**src/rtl/event_readout_ctrl.sv**
```systemverilog
// Event readout controller.
//
// When capture_done reports a complete event in the buffer, this block sends it out
// as a stream of 32-bit beats. The stream is one header beat {8'hA5, 8'h00, event_cnt},
// followed by BEATS beats for each of the NUM_WORDS buffer words. Words are read
// oldest first (address NUM_WORDS-1 down to 0), and each word is sent LSB beat first.
//
// Ports:
//   rd_clk        clock for the whole block
//   rst           asynchronous, active-high reset
//   capture_done  single-cycle pulse: the buffer holds a complete event
//   buf_data      buffer read data, valid RD_LATENCY clocks after read_addr
//   read_addr     buffer read address (registered)
//   out_data      beat data (registered)
//   out_valid     beat valid
//   out_ready     downstream accept
//   out_last      final beat of the event
//   busy          readout in progress
//   event_cnt     events fully read out (wraps)
//   drop_cnt      capture_done pulses ignored while busy (saturates)
module event_readout_ctrl #(
    parameter int unsigned NUM_WORDS  = 64,
    parameter int unsigned RD_LATENCY = 2,
    parameter int unsigned BEATS      = 24
) (
    input  logic                  rd_clk,
    input  logic                  rst,
    input  logic                  capture_done,
    input  logic [BEATS*32-1:0]   buf_data,
    output logic [5:0]            read_addr,
    output logic [31:0]           out_data,
    output logic                  out_valid,
    input  logic                  out_ready,
    output logic                  out_last,
    output logic                  busy,
    output logic [15:0]           event_cnt,
    output logic [7:0]            drop_cnt
);

    localparam int unsigned WordW  = (NUM_WORDS > 1) ? $clog2(NUM_WORDS) : 1;
    localparam int unsigned BeatW  = (BEATS > 1) ? $clog2(BEATS) : 1;
    localparam int unsigned ShiftW = BEATS * 32;

    localparam logic [WordW-1:0] LastWord = WordW'(NUM_WORDS - 1);
    localparam logic [BeatW-1:0] LastBeat = BeatW'(BEATS - 1);
    localparam logic [1:0]       LastWait = 2'(RD_LATENCY - 1);

    typedef enum logic [2:0] {
        StIdle,
        StHeader,
        StFetch,
        StWait,
        StShift,
        StDone
    } state_e;

    state_e            state_q, state_d;
    logic [WordW-1:0]  word_q, word_d;
    logic [BeatW-1:0]  beat_q, beat_d;
    logic [1:0]        wait_q, wait_d;
    logic [ShiftW-1:0] shift_q, shift_d;
    logic [5:0]        addr_q, addr_d;
    logic              valid_q, valid_d;
    logic              last_q, last_d;
    logic              busy_q, busy_d;
    logic [15:0]       event_cnt_q, event_cnt_d;
    logic [7:0]        drop_cnt_q, drop_cnt_d;

    always_comb begin
        state_d     = state_q;
        word_d      = word_q;
        beat_d      = beat_q;
        wait_d      = wait_q;
        shift_d     = shift_q;
        addr_d      = addr_q;
        event_cnt_d = event_cnt_q;
        drop_cnt_d  = drop_cnt_q;

        unique case (state_q)
            StIdle: begin
                if (capture_done) begin
                    state_d = StHeader;
                    word_d  = '0;
                    beat_d  = '0;
                    // The header travels through the shift register so out_data
                    // always comes straight from shift_q[31:0].
                    shift_d = {{(ShiftW - 32){1'b0}}, 8'hA5, 8'h00, event_cnt_q};
                end
            end
            StHeader: begin
                if (out_ready) begin
                    state_d = StFetch;
                    addr_d  = 6'(LastWord - word_q);
                end
            end
            StFetch: begin
                state_d = StWait;
                wait_d  = '0;
            end
            StWait: begin
                // WAIT lasts RD_LATENCY cycles, so buf_data is sampled in the cycle
                // RD_LATENCY clocks after read_addr was first presented.
                if (wait_q == LastWait) begin
                    shift_d = buf_data;
                    state_d = StShift;
                end else begin
                    wait_d = wait_q + 2'd1;
                end
            end
            StShift: begin
                if (out_ready) begin
                    shift_d = shift_q >> 32;
                    if (beat_q == LastBeat) begin
                        beat_d = '0;
                        if (word_q == LastWord) begin
                            state_d = StDone;
                        end else begin
                            word_d  = word_q + WordW'(1);
                            addr_d  = 6'(LastWord - (word_q + WordW'(1)));
                            state_d = StFetch;
                        end
                    end else begin
                        beat_d = beat_q + BeatW'(1);
                    end
                end
            end
            StDone: begin
                state_d     = StIdle;
                event_cnt_d = event_cnt_q + 16'd1;
            end
            default: begin
                state_d = StIdle;
            end
        endcase

        // Any pulse outside IDLE is lost, including one in the DONE cycle.
        if (capture_done && (state_q != StIdle) && (drop_cnt_q != 8'hFF)) begin
            drop_cnt_d = drop_cnt_q + 8'd1;
        end

        valid_d = (state_d == StHeader) || (state_d == StShift);
        last_d  = (state_d == StShift) && (beat_d == LastBeat) && (word_d == LastWord);
        busy_d  = (state_d != StIdle);
    end

    always_ff @(posedge rd_clk or posedge rst) begin
        if (rst) begin
            state_q     <= StIdle;
            word_q      <= '0;
            beat_q      <= '0;
            wait_q      <= '0;
            shift_q     <= '0;
            addr_q      <= '0;
            valid_q     <= 1'b0;
            last_q      <= 1'b0;
            busy_q      <= 1'b0;
            event_cnt_q <= '0;
            drop_cnt_q  <= '0;
        end else begin
            state_q     <= state_d;
            word_q      <= word_d;
            beat_q      <= beat_d;
            wait_q      <= wait_d;
            shift_q     <= shift_d;
            addr_q      <= addr_d;
            valid_q     <= valid_d;
            last_q      <= last_d;
            busy_q      <= busy_d;
            event_cnt_q <= event_cnt_d;
            drop_cnt_q  <= drop_cnt_d;
        end
    end

    assign read_addr = addr_q;
    assign out_data  = shift_q[31:0];
    assign out_valid = valid_q;
    assign out_last  = last_q;
    assign busy      = busy_q;
    assign event_cnt = event_cnt_q;
    assign drop_cnt  = drop_cnt_q;

endmodule

```
**config.mk**
```make
export PLATFORM = sky130hd
export DESIGN_NAME = event_readout_ctrl
export DESIGN_NICKNAME = d
export VERILOG_FILES = /design/src/rtl/event_readout_ctrl.sv
export SDC_FILE = /design/constraint.sdc
export NUM_CORES = 2
export LEC_CHECK = 0
export ABC_CLOCK_PERIOD_IN_PS = 36300
export BUFFER_PORTS_ARGS = -buffer_cell sky130_fd_sc_hd__buf_4
export CORE_MARGIN = 8
export CORE_UTILIZATION = 30
export DETAILED_ROUTE_END_ITERATION = 8
export PLACE_DENSITY = 0.58
export SLEW_MARGIN = 20
export SYNTH_ARGS = -nofsm -noshare
export SYNTH_HDL_FRONTEND = slang
export SYNTH_SLANG_ARGS = --single-unit
```
**constraint.sdc**
```tcl
create_clock -name rd_clk -period 36.3 [get_ports rd_clk]
set_input_delay 0 -clock rd_clk [delete_from_list [all_inputs] [get_ports rd_clk]]
set_output_delay 0 -clock rd_clk [all_outputs]
set_load 0.005 [all_outputs]
```
==> results.sh <==
export IMPL_die_w_um=370.4
export IMPL_synth_edf_count=0
export IMPL_end_kind="flip-flop"
export IMPL_period_share_pct=15.52
export IMPL_dp_hpwl_um=109100
export IMPL_clock_skew_ns=0.03774
export IMPL_dr_pass1_iters=6
export IMPL_syn_inst=3709
export IMPL_die_h_um=370.4
export IMPL_wl_um=160600
export IMPL_core_area_um2=125100
export IMPL_rr_startpoint="state_q[2]$_DFF_PP0_"
export IMPL_start_util_pct=30.12
export IMPL_stdcell_area_um2=55750
export IMPL_critPathRequiredTime_ns=36.89
export IMPL_timing_critical_path_mode_cell="buf_4"
export IMPL_leakagePower_uw=0.02479
export IMPL_fmax_mhz=177.5
export IMPL_grt_pass1_wl_um=238300
export IMPL_gp_congestion=0.8711
export IMPL_drv_cap=0
export IMPL_tightest_slew_ns=1.128
export IMPL_finalSetupTns_ns=0
export IMPL_vdd_drop_max_uv=87.06
export IMPL_ant_nets=0
export IMPL_slew_headroom_pct=24.77
export IMPL_wl_per_cell_um=23.43
export IMPL_vias=35690
export IMPL_slew_violations=0
export IMPL_area_growth_pct=47.96
export IMPL_grt_ovfl_total=0
export IMPL_status="finished clean"
export IMPL_io_pins=837
export IMPL_critPathMaxFanout=157
export IMPL_synth_cell_types=63
export IMPL_power_density_nw_per_um2=82.68
export IMPL_cts_tree="done"
export IMPL_first_global_vias=36680
export IMPL_crit_arrival_ns=6.23
export IMPL_antenna_found_initial=53
export IMPL_clockRootBuffer="clkbuf_16"
export IMPL_drc=0
export IMPL_worstPathCellList="mux2_2 -> nand2_2 -> o21a_4 -> buf_4 -> buf_4 -> buf_4 -> buf_12 -> a221oi_1 -> nor2_1"
export IMPL_fillerInstances=11610
export IMPL_total_power_uw=4609
export IMPL_dpl_cell_area_um2=44550
export IMPL_yosysWarnings=0
export IMPL_floorplan_die_area_um2=137200
export IMPL_port_buffers=836
export IMPL_slowest_delay_ns=0.93
export IMPL_cts_made_buffers=95
export IMPL_via_per_inst=5.209
export IMPL_htreeDepth=3
export IMPL_cts_sinks=817
export IMPL_avgSynthCellArea_um2=10.16
export IMPL_clock_latency_ns=0.67
export IMPL_worstSetupStartpointType="flip-flop"
export IMPL_synthArstFlopShare_pct=100.0
export IMPL_min_path_type="in2async"
export IMPL_layout_min_cycle_time_ns=5.635
export IMPL_synth_ff_type="dfrtp_1"
export IMPL_cts_buffer_depth=3
export IMPL_clk_pin_slew_ns=0.06
export IMPL_initialDrtViolationCount=3840
export IMPL_grt_setup_unrepaired="no"
export IMPL_critPathSlowestCell="buf_4"
export IMPL_ys_ff_latch=817
export IMPL_rows=130
export IMPL_grtUsageTotal_pct=22.44
export IMPL_final_nets=5851
export IMPL_rrSetupSlack_ns=30.66
export IMPL_worstSetupPathType="reg2reg"
export IMPL_report_final_setup_viol=0
export IMPL_crit_start="state_q[2]$_DFF_PP0_"
export IMPL_synth_nets=4486
export IMPL_cts_resized=0
export IMPL_netlist_area_um2=37680
export IMPL_grt_max_degree=200
export IMPL_layout_drive_gt1_share_pct=25.33
export IMPL_hold_viol=0
export IMPL_yosysSeqAreaShare_pct=54.26
state kept, by name (all words and copies together) (netlist names):
| signal | flops |
|---|---|
| beat_q | 5 |
| busy | 1 |
| drop_cnt | 8 |
| event_cnt | 16 |
| out_last | 1 |
| out_valid | 1 |
| read_addr | 6 |
| shift_q | 768 |
| state_q | 3 |
| wait_q | 2 |
| word_q | 6 |
final timing paths:
check / end / cells past startpoint
setup / recovery: shift_q[548]$_DFFE_PP0P_ / 9
hold / removal: shift_q[704]$_DFFE_PP0P_ / 3
min in group rd_clk: shift_q[747]$_DFFE_PP0P_ / 4
setup reg to reg: shift_q[548]$_DFFE_PP0P_ / 9
hold reg to reg: shift_q[765]$_DFFE_PP0P_ / 2
max in group asynchronous: beat_q[1]$_DFF_PP0_ / 8
kinds of logic (layout without fill, tap and decap cells):
family                     after synthesis  in the layout  share of synthesized area [%]
and+or+nand+nor                       1666           1666                          17.21
AOI/OAI and AO/OA                      799            799                          22.41
DFF                                    817            817                          54.26
muxes                                    5              5                         0.1461
adders and majority gates                5              5                         0.1660
other                                    0             53                              0
xor gates and xnor gates                27             27                         0.6276
buffers and inverters                  390           1830                          5.184
cell usage after synthesis, types with 2 or more instances:
cell type	number	area, um^2
o22ai_1	3	18.77
a22oi_1	16	120.1
xor2_1	11	96.34
o41ai_1	2	17.52
buf_1	4	15.01
clkbuf_1	203	762.0
mux2_2	3	33.78
dfrtp_1	817	20440
a41oi_1	2	17.52
buf_6	24	270.3
a221oi_2	251	3769
inv_1	8	30.03
nor4_2	2	25.02
nor3_1	3	15.01
and4_1	4	35.03
a21o_1	2	15.01
ha_1	5	62.56
a21oi_1	11	55.05
a221oi_1	470	4116
o21ai_0	6	30.03
buf_4	48	360.4
nand2_1	101	379.1
buf_2	103	515.5
xnor2_1	16	140.1
nand4_1	7	43.79
and3_1	3	18.77
and4b_1	3	30.03
and2_1	4	25.02
o211ai_1	2	15.01
a31oi_1	18	112.6
nand2b_1	3	18.77
o211a_1	2	20.02
nand3_1	52	260.3
nor2_1	1471	5522
what timing repair did:
| item | in CTS | in global routing |
|---|---|---|
| buffers inserted | 0 | 0 |
| hold endpoints to repair | 901 | 0 |
| hold buffers | 772 | 0 |
| endpoints found under the setup margin | 0 | 0 |
cell type report:
type / instances / area (um^2) / share of cell area, %
flip-flops and latches: 817 / 20440 / 36.67
multi-input cells: 2502 / 15310 / 27.47
repair buffers: 1650 / 14420 / 25.87
clock buffers: 135 / 2789 / 5.003
well taps: 1650 / 2064 / 3.703
clock inverters: 37 / 546.8 / 0.9808
diodes: 53 / 132.6 / 0.2379
inverters: 8 / 37.54 / 0.06733
where the power goes:
part | switching [uW] | internal [uW] | total, uW | leakage (uW)
sequential | 412 | 1380 | 1800 | 0.00972
clock | 413 | 608 | 1020 | 0.00164
combinational | 1090 | 699 | 1790 | 0.0134
metal layers:
| metal | wire, um | GRT usage [%] |
|---|---|---|
| met1 | 66220 | 29.06 |
| met2 | 77090 | 37.08 |
| met3 | 11620 | 5.118 |
| met4 | 5545 | 7.417 |
| met5 | 82 | 0 |
critical path, delay by kind of cell (launching register included):
family          cells  cell delay [ns]
simple gates        2             0.30
compound gates      2             0.77
buf+inv             4             3.18
mux                 1             0.40
flops               1             0.63
through the flow:
| stage | cells | hold WS (ns) | worst slack [ns] | utilization [%] |
|---|---|---|---|---|
| 6_report | 6852 | 0.05828 | 30.66 | 44.57 |
| 5_1_grt | 6830 | 0.05987 | 30.42 | 44.52 |
| 4_1_cts | 6799 | 0.01022 | 30.77 | 44.46 |
| 3_5_place_dp | 5855 | 0.2247 | 30.80 | 35.62 |
| 3_3_place_gp | 5855 | 0.2212 | 30.85 | 35.61 |
| 2_1_floorplan | 3709 | 0.1327 | 13.35 | - |
layout by cell type (no fill, tap or decap), types with 3 or more instances in the layout:
master | Yosys | routed
inv_6 | 0 | 3
clkbuf_1 | 203 | 15
nand4_1 | 7 | 7
a221oi_2 | 251 | 251
clkbuf_16 | 0 | 96
o22ai_1 | 3 | 3
nor3_1 | 3 | 3
bufinv_16 | 0 | 10
clkbuf_8 | 0 | 24
a31oi_1 | 18 | 18
and4_1 | 4 | 4
inv_1 | 8 | 7
nand2_1 | 101 | 101
nand2b_1 | 3 | 3
dfrtp_1 | 817 | 817
nor2_1 | 1471 | 1470
and3_1 | 3 | 3
mux2_2 | 3 | 3
xnor2_1 | 16 | 16
a221oi_1 | 470 | 470
diode_2 | 0 | 53
nand3_1 | 52 | 52
o21ai_0 | 6 | 6
xor2_1 | 11 | 11
buf_4 | 48 | 870
and4b_1 | 3 | 3
dlygate4sd3_1 | 0 | 772
and2_1 | 4 | 4
clkinv_2 | 0 | 15
ha_1 | 5 | 5
a22oi_1 | 16 | 16
a21oi_1 | 11 | 11
buf_12 | 0 | 8
(Power assumes the default switching activity.)
